$ cat src/rtl/span_pkg.sv
// Shared types and sizing helpers for the span walker and its step divider.
package span_pkg;

   typedef enum logic [2:0] {IDLE, SETUP, DIV, WALK, FIN} state_t;

   localparam int ATTR_W_DEF = 16;
   localparam int FRAC_W_DEF = 8;
   localparam int ACC_W      = ATTR_W_DEF + FRAC_W_DEF + 1;

   function automatic int acc_width(input int attr_w, input int frac_w);
      return attr_w + frac_w + 1;
   endfunction

   // One quotient bit per cycle over the full signed accumulator width.
   function automatic int div_lat(input int attr_w, input int frac_w);
      return acc_width(attr_w, frac_w);
   endfunction

endpackage

$ cat src/rtl/span_if.sv
// Span request / pixel output bundle between edge setup, span_interp and the pixel stage.
interface span_if #(
   parameter int COORD_W  = 11,
   parameter int ATTR_W   = 16,
   parameter int NUM_ATTR = 2
);
   logic                               start;
   logic [COORD_W-1:0]                 x0;
   logic [COORD_W-1:0]                 x1;
   logic [COORD_W-1:0]                 y;
   logic [NUM_ATTR-1:0][ATTR_W-1:0]    attr_a;
   logic [NUM_ATTR-1:0][ATTR_W-1:0]    attr_b;
   logic                               busy;
   logic                               plot;
   logic                               plot_ready;
   logic [COORD_W-1:0]                 x_out;
   logic [COORD_W-1:0]                 y_out;
   logic [NUM_ATTR-1:0][ATTR_W-1:0]    attr_out;
   logic                               done;

   modport master (
      output start, x0, x1, y, attr_a, attr_b, plot_ready,
      input  busy, plot, x_out, y_out, attr_out, done
   );

   modport slave (
      input  start, x0, x1, y, attr_a, attr_b, plot_ready,
      output busy, plot, x_out, y_out, attr_out, done
   );
endinterface

$ cat src/rtl/span_step_div.sv
// Signed restoring divider: quot = num / den truncated toward zero, NUM_W cycles after start.
module span_step_div import span_pkg::*; #(
   parameter int NUM_W = ACC_W,
   parameter int DEN_W = 11
) (
   input  logic                    clk,
   input  logic                    reset,
   input  logic                    start,
   input  logic signed [NUM_W-1:0] num,
   input  logic [DEN_W-1:0]        den,
   output logic                    done,
   output logic signed [NUM_W-1:0] quot
);
   localparam int CNT_W = $clog2(NUM_W);

   logic             active;
   logic [CNT_W-1:0] cnt;
   logic [NUM_W-1:0] q, q_nx;
   logic [DEN_W-1:0] rem, rem_nx, d_r;
   logic [DEN_W:0]   shifted;
   logic             neg;

   always_comb begin
      shifted = {rem, q[NUM_W-1]};
      if (shifted >= {1'b0, d_r}) begin
         rem_nx = DEN_W'(shifted - {1'b0, d_r});
         q_nx   = {q[NUM_W-2:0], 1'b1};
      end else begin
         rem_nx = shifted[DEN_W-1:0];
         q_nx   = {q[NUM_W-2:0], 1'b0};
      end
   end

   // The final quotient is exposed combinationally during the last iteration so the
   // caller can capture it and restart the divider on the same edge.
   assign done = active && (cnt == '0);
   assign quot = neg ? -q_nx : q_nx;

   always_ff @(posedge clk) begin
      if (!reset) begin
         active <= 1'b0;
         cnt    <= '0;
      end else if (start) begin
         active <= 1'b1;
         cnt    <= CNT_W'(NUM_W - 1);
      end else if (active) begin
         if (cnt == '0) active <= 1'b0;
         else           cnt    <= cnt - 1'b1;
      end
   end

   always_ff @(posedge clk) begin
      if (start) begin
         q   <= num[NUM_W-1] ? -num : num;
         neg <= num[NUM_W-1];
         rem <= '0;
         d_r <= den;
      end else if (active) begin
         q   <= q_nx;
         rem <= rem_nx;
      end
   end

endmodule

$ cat src/rtl/span_interp.sv
// Scanline span walker: per-attribute fixed-point steps from one shared divider, one pixel per cycle.
// Optional feature macro SPAN_CLIP_EN suppresses pixels beyond column X_MAX.
module span_interp import span_pkg::*; #(
   parameter int COORD_W  = 11,
   parameter int ATTR_W   = 16,
   parameter int NUM_ATTR = 2,
   parameter int FRAC_W   = 8,
   parameter int X_MAX    = 639
) (
   input logic  clk,
   input logic  reset,
   span_if.slave bus
);
   localparam int ACC_BITS = acc_width(ATTR_W, FRAC_W);
   localparam int CH_W     = (NUM_ATTR > 1) ? $clog2(NUM_ATTR) : 1;
   localparam logic [CH_W-1:0] LAST_CH = CH_W'(NUM_ATTR - 1);
   localparam logic signed [ACC_BITS-1:0] ATTR_MAX = ACC_BITS'((1 << ATTR_W) - 1);

   typedef logic [NUM_ATTR-1:0][ATTR_W-1:0] attr_vec_t;

   state_t                     state, state_nx;
   logic [COORD_W-1:0]         x0_r, x1_r, y_r, x_cur;
   attr_vec_t                  a_r, b_r;
   logic [CH_W-1:0]            ch, div_ch;
   logic signed [ACC_BITS-1:0] acc  [NUM_ATTR];
   logic signed [ACC_BITS-1:0] step [NUM_ATTR];

   logic                       swap, clip_all, past_max, last_px, hs, plot_i;
   logic [COORD_W-1:0]         x_lo, x_hi, dx;
   attr_vec_t                  a_s, b_s, attr_o;
   logic                       div_start, div_done;
   logic signed [ACC_BITS-1:0] div_num, div_quot;

   function automatic logic signed [ACC_BITS-1:0] scaled_diff(input logic [ATTR_W-1:0] a,
                                                              input logic [ATTR_W-1:0] b);
      logic signed [ATTR_W:0] diff;
      diff = $signed({1'b0, b}) - $signed({1'b0, a});
      return {diff, {FRAC_W{1'b0}}};
   endfunction

   function automatic logic [ATTR_W-1:0] sat_attr(input logic signed [ACC_BITS-1:0] v);
      logic signed [ACC_BITS-1:0] ip;
      ip = v >>> FRAC_W;
      if (ip[ACC_BITS-1])     return '0;
      else if (ip > ATTR_MAX) return '1;
      else                    return ip[ATTR_W-1:0];
   endfunction

   // Raw request registers stay untouched for the whole span; ordering is resolved here.
   always_comb begin
      swap = (x1_r < x0_r);
      x_lo = swap ? x1_r : x0_r;
      x_hi = swap ? x0_r : x1_r;
      a_s  = swap ? b_r : a_r;
      b_s  = swap ? a_r : b_r;
      dx   = x_hi - x_lo;
   end

`ifdef SPAN_CLIP_EN
   assign clip_all = (x_lo  > COORD_W'(X_MAX));
   assign past_max = (x_cur > COORD_W'(X_MAX));
`else
   assign clip_all = 1'b0;
   assign past_max = 1'b0;
`endif

   assign last_px   = (x_cur == x_hi);
   assign plot_i    = (state == WALK) && !past_max;
   assign hs        = plot_i && bus.plot_ready;
   assign div_ch    = (state == SETUP) ? '0 : ch + 1'b1;
   assign div_num   = scaled_diff(a_s[div_ch], b_s[div_ch]);
   assign div_start = ((state == SETUP) && !clip_all && (dx != '0)) ||
                      ((state == DIV) && div_done && (ch != LAST_CH));

   span_step_div #(.NUM_W(ACC_BITS), .DEN_W(COORD_W)) u_div (
      .clk   (clk),
      .reset (reset),
      .start (div_start),
      .num   (div_num),
      .den   (dx),
      .done  (div_done),
      .quot  (div_quot)
   );

   always_comb begin
      state_nx = state;
      case (state)
         IDLE:    if (bus.start) state_nx = SETUP;
         SETUP:   state_nx = clip_all ? FIN : DIV;
         DIV:     if ((dx == '0) || (div_done && (ch == LAST_CH))) state_nx = WALK;
         WALK:    if (past_max || (hs && last_px)) state_nx = FIN;
         FIN:     state_nx = IDLE;
         default: state_nx = IDLE;
      endcase
   end

   // Outputs are gated by plot so they read zero whenever no pixel is presented.
   always_comb begin
      attr_o = '0;
      if (plot_i) begin
         for (int i = 0; i < NUM_ATTR; i++)
            attr_o[i] = last_px ? b_s[i] : sat_attr(acc[i]);
      end
   end

   assign bus.busy     = (state == SETUP) || (state == DIV) || (state == WALK);
   assign bus.done     = (state == FIN);
   assign bus.plot     = plot_i;
   assign bus.x_out    = plot_i ? x_cur : '0;
   assign bus.y_out    = plot_i ? y_r   : '0;
   assign bus.attr_out = attr_o;

   always_ff @(posedge clk) begin
      if (!reset) begin
         state <= IDLE;
         ch    <= '0;
      end else begin
         state <= state_nx;
         if (state == SETUP)
            ch <= '0;
         else if ((state == DIV) && div_done && (ch != LAST_CH))
            ch <= ch + 1'b1;
      end
   end

   always_ff @(posedge clk) begin
      if ((state == IDLE) && bus.start) begin
         x0_r <= bus.x0;
         x1_r <= bus.x1;
         y_r  <= bus.y;
         a_r  <= bus.attr_a;
         b_r  <= bus.attr_b;
      end
      if (state == SETUP) begin
         x_cur <= x_lo;
         for (int i = 0; i < NUM_ATTR; i++) begin
            acc[i]  <= $signed({1'b0, a_s[i], {FRAC_W{1'b0}}});
            step[i] <= '0;
         end
      end
      if ((state == DIV) && div_done)
         step[ch] <= div_quot;
      if (hs && !last_px) begin
         x_cur <= x_cur + 1'b1;
         for (int i = 0; i < NUM_ATTR; i++)
            acc[i] <= acc[i] + step[i];
      end
   end

endmodule

$ cat src/flat_wrapper.sv
// flat-port wrapper written by rule: the top's interface ports become plain ports
module span_interp_flat import span_pkg::*;
#(
   parameter int COORD_W  = 11,
   parameter int ATTR_W   = 16,
   parameter int NUM_ATTR = 2,
   parameter int FRAC_W   = 8,
   parameter int X_MAX    = 639
)
  (clk, reset, bus_start, bus_x0, bus_x1, bus_y, bus_attr_a, bus_attr_b, bus_plot_ready, bus_busy, bus_plot, bus_x_out, bus_y_out, bus_attr_out, bus_done);
  span_if #(.COORD_W(COORD_W), .ATTR_W(ATTR_W), .NUM_ATTR(NUM_ATTR)) bus_i ();
  input logic clk;
  input logic reset;
  input wire logic [$bits(bus_i.start)-1:0] bus_start;
  input wire logic [$bits(bus_i.x0)-1:0] bus_x0;
  input wire logic [$bits(bus_i.x1)-1:0] bus_x1;
  input wire logic [$bits(bus_i.y)-1:0] bus_y;
  input wire logic [$bits(bus_i.attr_a)-1:0] bus_attr_a;
  input wire logic [$bits(bus_i.attr_b)-1:0] bus_attr_b;
  input wire logic [$bits(bus_i.plot_ready)-1:0] bus_plot_ready;
  output wire logic [$bits(bus_i.busy)-1:0] bus_busy;
  output wire logic [$bits(bus_i.plot)-1:0] bus_plot;
  output wire logic [$bits(bus_i.x_out)-1:0] bus_x_out;
  output wire logic [$bits(bus_i.y_out)-1:0] bus_y_out;
  output wire logic [$bits(bus_i.attr_out)-1:0] bus_attr_out;
  output wire logic [$bits(bus_i.done)-1:0] bus_done;
  assign bus_i.start = bus_start;
  assign bus_i.x0 = bus_x0;
  assign bus_i.x1 = bus_x1;
  assign bus_i.y = bus_y;
  assign bus_i.attr_a = bus_attr_a;
  assign bus_i.attr_b = bus_attr_b;
  assign bus_i.plot_ready = bus_plot_ready;
  assign bus_busy = bus_i.busy;
  assign bus_plot = bus_i.plot;
  assign bus_x_out = bus_i.x_out;
  assign bus_y_out = bus_i.y_out;
  assign bus_attr_out = bus_i.attr_out;
  assign bus_done = bus_i.done;
  span_interp #(.COORD_W(COORD_W), .ATTR_W(ATTR_W), .NUM_ATTR(NUM_ATTR), .FRAC_W(FRAC_W), .X_MAX(X_MAX)) u_core (.clk(clk), .reset(reset), .bus(bus_i));
endmodule
$ cat config.mk
export PLATFORM = sky130hd
export DESIGN_NAME = span_interp_flat
export DESIGN_NICKNAME = d
export VERILOG_FILES = /design/src/rtl/span_pkg.sv /design/src/rtl/span_if.sv /design/src/rtl/span_step_div.sv /design/src/rtl/span_interp.sv /design/src/flat_wrapper.sv
export SDC_FILE = /design/constraint.sdc
export NUM_CORES = 1
export LEC_CHECK = 0
export ABC_AREA = 1
export BUFFER_PORTS_ARGS = -buffer_cell sky130_fd_sc_hd__buf_2
export CELL_PAD_IN_SITES_DETAIL_PLACEMENT = 0
export CELL_PAD_IN_SITES_GLOBAL_PLACEMENT = 2
export CORE_MARGIN = 4
export CORE_UTILIZATION = 38
export DETAILED_ROUTE_END_ITERATION = 10
export PLACE_DENSITY_LB_ADDON = 0.05
export SLEW_MARGIN = 40
export SYNTH_ARGS = -nofsm -noshare
export SYNTH_HDL_FRONTEND = slang
export SYNTH_SLANG_ARGS = --single-unit
$ cat constraint.sdc
create_clock -name clk -period 11.4 [get_ports clk]
set_input_delay 1.71 -clock clk [delete_from_list [all_inputs] [get_ports clk]]
set_output_delay 1.71 -clock clk [all_outputs]
set_load 0.005 [all_outputs]
==> results of run 1 <==
cells by family (layout without fill, tap and decap cells):
| kind of cell | after synthesis | in the layout | share of synthesized area, % |
|---|---|---|---|
| and+or+nand+nor | 782 | 782 | 19.4 |
| adders and majority gates | 96 | 96 | 7.33 |
| AOI/OAI and AO/OA | 406 | 406 | 13.1 |
| DFF | 266 | 266 | 46.3 |
| buffers and inverters | 295 | 459 | 7.04 |
| muxes | 12 | 12 | 0.715 |
| xor gates and xnor gates | 117 | 117 | 6.10 |
path summary, 6_finish.rpt:
kind | from | endpoint | slack, ns | depth (start not counted)
worst max register to register | u_core.x1_r[2] | u_core.u_div.q[22] | 5.54 | 23
worst min register to register | u_core.u_div.cnt[0] | u_core.u_div.cnt[0] | 0.49 | 2
worst min-delay path | u_core.u_div.cnt[0] | u_core.u_div.cnt[0] | 0.49 | 2
worst max-delay path | u_core.x1_r[2] | bus_attr_out[25] | 4.72 | 16
critical path: stages, from the launching register on:
cell and delay, ns:
edfxtp_1 0.41, ha_1 0.41, nand2_1 0.09, o21ai_1 0.26, nand2_4 0.14, nand3_4 0.25, buf_6 0.54, nand2_1 0.10
o21ai_1 0.15, xor2_1 0.17, nand4_1 0.10, nor2_1 0.28, nand2_2 0.27, clkinv_2 0.59, a21oi_1 0.08, a211oi_1 0.33
buf_2 0.19
flip-flops by register name, summed over array words and instances (netlist names), 3 cells and up:
register / flops
u_core.u_div.d_r: 11
u_core.u_div.q: 25
u_core.y_r: 11
u_core.u_div.rem: 11
u_core.u_div.cnt: 5
u_core.b_r: 32
u_core.state: 3
u_core.step: 50
u_core.x0_r: 11
u_core.acc: 50
u_core.x1_r: 11
u_core.a_r: 32
u_core.x_cur: 11
per-layer routing:
| layer | vias to the layer above | track usage, % | wire (um) |
|---|---|---|---|
| met5 | - | 0 | 0 |
| met4 | 0 | 4.97 | 1130 |
| met3 | 60 | 3.42 | 2800 |
| met2 | 329 | 34.5 | 23700 |
| met1 | 6437 | 30.4 | 24300 |
| li1 | 6939 | - | - |
metrics by stage:
| stage | setup WS [ns] | instances | hold WS (ns) |
|---|---|---|---|
| after global placement | 4.69 | 2666 | 0.469 |
| final | 4.72 | 2723 | 0.486 |
| after floorplan | 5.09 | 1974 | 0.457 |
| after detailed placement | 4.59 | 2666 | 0.479 |
| after CTS | 4.35 | 2723 | 0.487 |
| after global routing | 4.23 | 2723 | 0.512 |
cell usage in the layout, fill, tap and decap left out, types with 31 or more instances in the layout:
master,netlist,layout
inv_1,219,219
nand2_1,452,450
o21ai_0,163,159
nand3_1,69,69
o21ai_1,48,52
a21oi_1,137,137
nor2_1,168,167
ha_1,92,92
xor2_1,87,87
edfxtp_1,245,245
clkbuf_16,0,31
buf_2,13,157
cell type report:
cell class | count | area, sq um
clock buffers | 38 | 802
clock inverters | 19 | 160
fillers | 4417 | 24300
inverters | 232 | 875
multi-input cells | 1413 | 7860
flip-flops and latches | 266 | 7780
well taps | 585 | 732
repair buffers | 170 | 891
==> flow_summary.ini, run 1 <==
[status]
outcome = complete, no violations

[cts]
clkSlewWorstSetupHoldPaths_ns = 0.06
clockBufferDepth = 3
cts.sink_count = 266
cts-htree-levels = 1
insertion_delay_ns = 0.59
cts_setup_buffers = 0
cts_tree = done
holdBufCountCts = 0
cts_made_buffers = 31
cts_root_buf = clkbuf_16
ctsResizeCount = 0

[synth]
synth_area_sq_um = 16800
yosys_most_used_dff = edfxtp_1
synth-seq-area-share_pct = 46.3
synth_common_cells = nand2_1 (452), edfxtp_1 (245), inv_1 (219), nor2_1 (168), o21ai_0 (163)
yosys.cell_types.count = 50
syn_inst = 1974
synth_area_per_cell_sq_um = 8.51
synth_edf_count = 245
syn_nets = 2171
async_reset_ff_share_pct = 0
yosysTopAreaCell = edfxtp_1
ys_top_cells_by_area = edfxtp_1 (44%), nand2_1 (10%), ha_1 (6.9%)
yosys_warnings = 0
netlist.area_leader.share_pct = 43.8
synth_most_common_cell = nand2_1
ys_ff_latch = 266

[sta]
slew_headroom_pct = 43.2
fin_tns_setup_ns = 0
min_period_ns = 6.68
setup_viol = 0
min_period_over_period_pct = 58.6
rsz0062_at_grt = false
fmax_ghz = 0.150
tightest_slew_ns = 0.843
final.setup_skew_ns = 0.0270
finalHoldViolCount = 0
drv_slew = 0

[place]
place_area_sq_um = 18100
gp_congestion = 0.894
portBuffers = 157
dp_hpwl_um = 40700

[floorplanning]
std_cell_rows = 76
core_sq_um = 43400
ioPinCount = 158
die_w_um = 218
dieArea_sq_um = 47600
die_y_um = 218
start_util_pct = 38.7

[global_routing]
grt_antenna_before_repair = 0
grt_start_max_net_pins = 101
grt_pass1_wl_um = 78900
grt_overflow_total = 0
gr-usage-all-layers_pct = 21.4
grt_pass1_vias = 13474

[finish]
drive_gt1_share_pct = 12.7
antenna_cells = 0
postLayoutCellArea_sq_um = 19100
final_util_pct = 44.0
area_growth_pct = 13.7
nets = 2311

[worst_setup_path]
critical_path_arrival_ns = 4.97
criticalPathCategory = flop to output pin
startpoint_type = flop
cp-end-kind = output pin
cp_data_required_time_ns = 9.69
critPathMaxFanout = 100

[run]
cap_violations = 0

[drt]
wl_per_cell_um = 19.1
vias_per_cell = 5.06
drc = 0
drt_iter0_drc = 1026
drt_pass1_iterations = 5
ant_nets = 0
num_vias = 13765
wirelength_um = 51900

[min_path]
hp-class = flop to flop
Power of run 1 is left out: the tool's default activity adds up to more than one toggle a clock period on the data nets, which glitch-free logic cannot reach.
==> run 2: changes to the inputs <==
--- a/config.mk
+++ b/config.mk
@@ -10,7 +10,7 @@
 export CELL_PAD_IN_SITES_DETAIL_PLACEMENT = 0
 export CELL_PAD_IN_SITES_GLOBAL_PLACEMENT = 2
 export CORE_MARGIN = 4
-export CORE_UTILIZATION = 38
+export CORE_UTILIZATION = 33
 export DETAILED_ROUTE_END_ITERATION = 10
 export PLACE_DENSITY_LB_ADDON = 0.05
 export SLEW_MARGIN = 40
==> constraint.sdc (replaced) <==
create_clock -name clk -period 5.9 [get_ports clk]
set_input_delay 0.885 -clock clk [delete_from_list [all_inputs] [get_ports clk]]
set_output_delay 0.885 -clock clk [all_outputs]
set_load 0.005 [all_outputs]
==> flow_summary.ini, run 2 (synthesis results as in run 1) <==
[worst_setup_path]
cp-end-kind = output pin
criticalPathCategory = flop to output pin
critPathMaxFanout = 27
cp_data_required_time_ns = 5.02
startpoint_type = flop
critical_path_arrival_ns = 4.69
r2r_start = u_core.x1_r[8]
cp-startpoint = u_core.x1_r[8]

[drt]
num_vias = 13843
vias_per_cell = 4.89
drt_iter0_drc = 1101
drt_pass1_iterations = 5
drc = 0
wl_per_cell_um = 19.4
wirelength_um = 55000
ant_nets = 0

[global_routing]
grt_antenna_before_repair = 1
gr-usage-all-layers_pct = 19.9
grt_overflow_total = 0
grt_pass1_vias = 13550
grt_start_max_net_pins = 104
grt_pass1_wl_um = 82400

[finish]
antenna_cells = 0
final_cell_mix = nand2_1 (451), edfxtp_1 (245), inv_1 (219), nor2_1 (167), o21ai_0 (161)
fill_cells = 5252
area_growth_pct = 16.6
mostFrequentLayoutCell = nand2_1
reg.largest.list = u_core.acc x50, u_core.step x50
nets = 2330
instances_no_fill = 2831
drive_gt1_share_pct = 13.6

[status]
outcome = complete, no violations

[sta]
holdWs_ns = 0.481
fin_ws_ns = 0.329
min_period_ns = 5.57
finalHoldViolCount = 0
min_period_over_period_pct = 94.4
slew_headroom_pct = 49.6
final.setup_skew_ns = 0.0158
fin_tns_setup_ns = 0
setup_viol = 0
rsz0062_at_grt = false
drv_slew = 0
fmax_ghz = 0.179
tightest_slew_ns = 0.751

[floorplanning]
ioPinCount = 158
die_w_um = 234
core_sq_um = 50300
start_util_pct = 33.4
std_cell_rows = 82
dieArea_sq_um = 54600
die_y_um = 234

[cts]
clockBufferDepth = 3
cts_setup_buffers = 0
holdBufCountCts = 0
cts-htree-levels = 2
cts_made_buffers = 35
cts_root_buf = clkbuf_16
insertion_delay_ns = 0.54
ctsResizeCount = 0
cts_tree = done
cts.sink_count = 266
clkSlewWorstSetupHoldPaths_ns = 0.05

[min_path]
hold_start = u_core.u_div.cnt[0]
hp-class = flop to flop

[place]
portBuffers = 157
placed_cells = 2767
dp_hpwl_um = 43000
pre_cts_ws_ns = 0.555
gp_congestion = 0.887

[run]
cap_violations = 0
-- run 2: changes by cell type in the layout (fill, tap and decap cells not counted), moves of 2 or more --
cell	before	now
clkinv_4	3	1
buf_4	11	25
bufinv_16	2	5
clkinvlp_4	3	1
o21ai_1	52	50
o21ai_0	159	161
clkinv_2	5	7
clkbuf_16	31	38
-- run 2: area by class of cell --
type	count	area, sq um	share of cell area (%)
tap	672	841	4.29
timing repair buffer	185	1040	5.30
inverter	232	877	4.48
clock inverter	18	213	1.09
sequential	266	7780	39.7
clock buffer	45	966	4.93
multi-input combinational	1413	7870	40.2
-- run 2: final timing paths --
| kind | endpoint | depth (start not counted) | slack, ns |
|---|---|---|---|
| setup / recovery | bus_attr_out[24] | 17 | 0.33 |
| hold / removal | u_core.u_div.cnt[0] | 2 | 0.48 |
| setup reg to reg | u_core.u_div.q[22] | 21 | 0.64 |
| hold reg to reg | u_core.u_div.cnt[0] | 2 | 0.48 |
-- run 2: metrics by stage --
step	cell area, sq um	utilization, %
2_1_floorplan	16800	-
4_1_cts	19500	38.8
5_1_grt	19600	38.9
6_report	19600	38.9
3_5_place_dp	18300	36.5
3_3_place_gp	18300	36.5
-- run 2: per-layer routing --
layer / track usage [%] / wire length [um]
met5: 0 / 0
met4: 4.34 / 1120
met3: 2.74 / 2360
met2: 31.2 / 24900
met1: 29.2 / 26700
-- run 2: critical path, stage by stage (launching register included) --
cell,delay (ns)
edfxtp_1,0.41
ha_1,0.39
nand2_1,0.08
nand2_1,0.08
a21oi_4,0.31
nand3_4,0.23
buf_4,0.28
o21ai_1,0.28
or2_1,0.15
nand4_1,0.13
nor2_1,0.32
nand2_2,0.08
buf_4,0.21
inv_2,0.23
buf_6,0.27
a21oi_1,0.08
a211oi_1,0.41
buf_2,0.20
Power of run 2 is left out for the same reason.
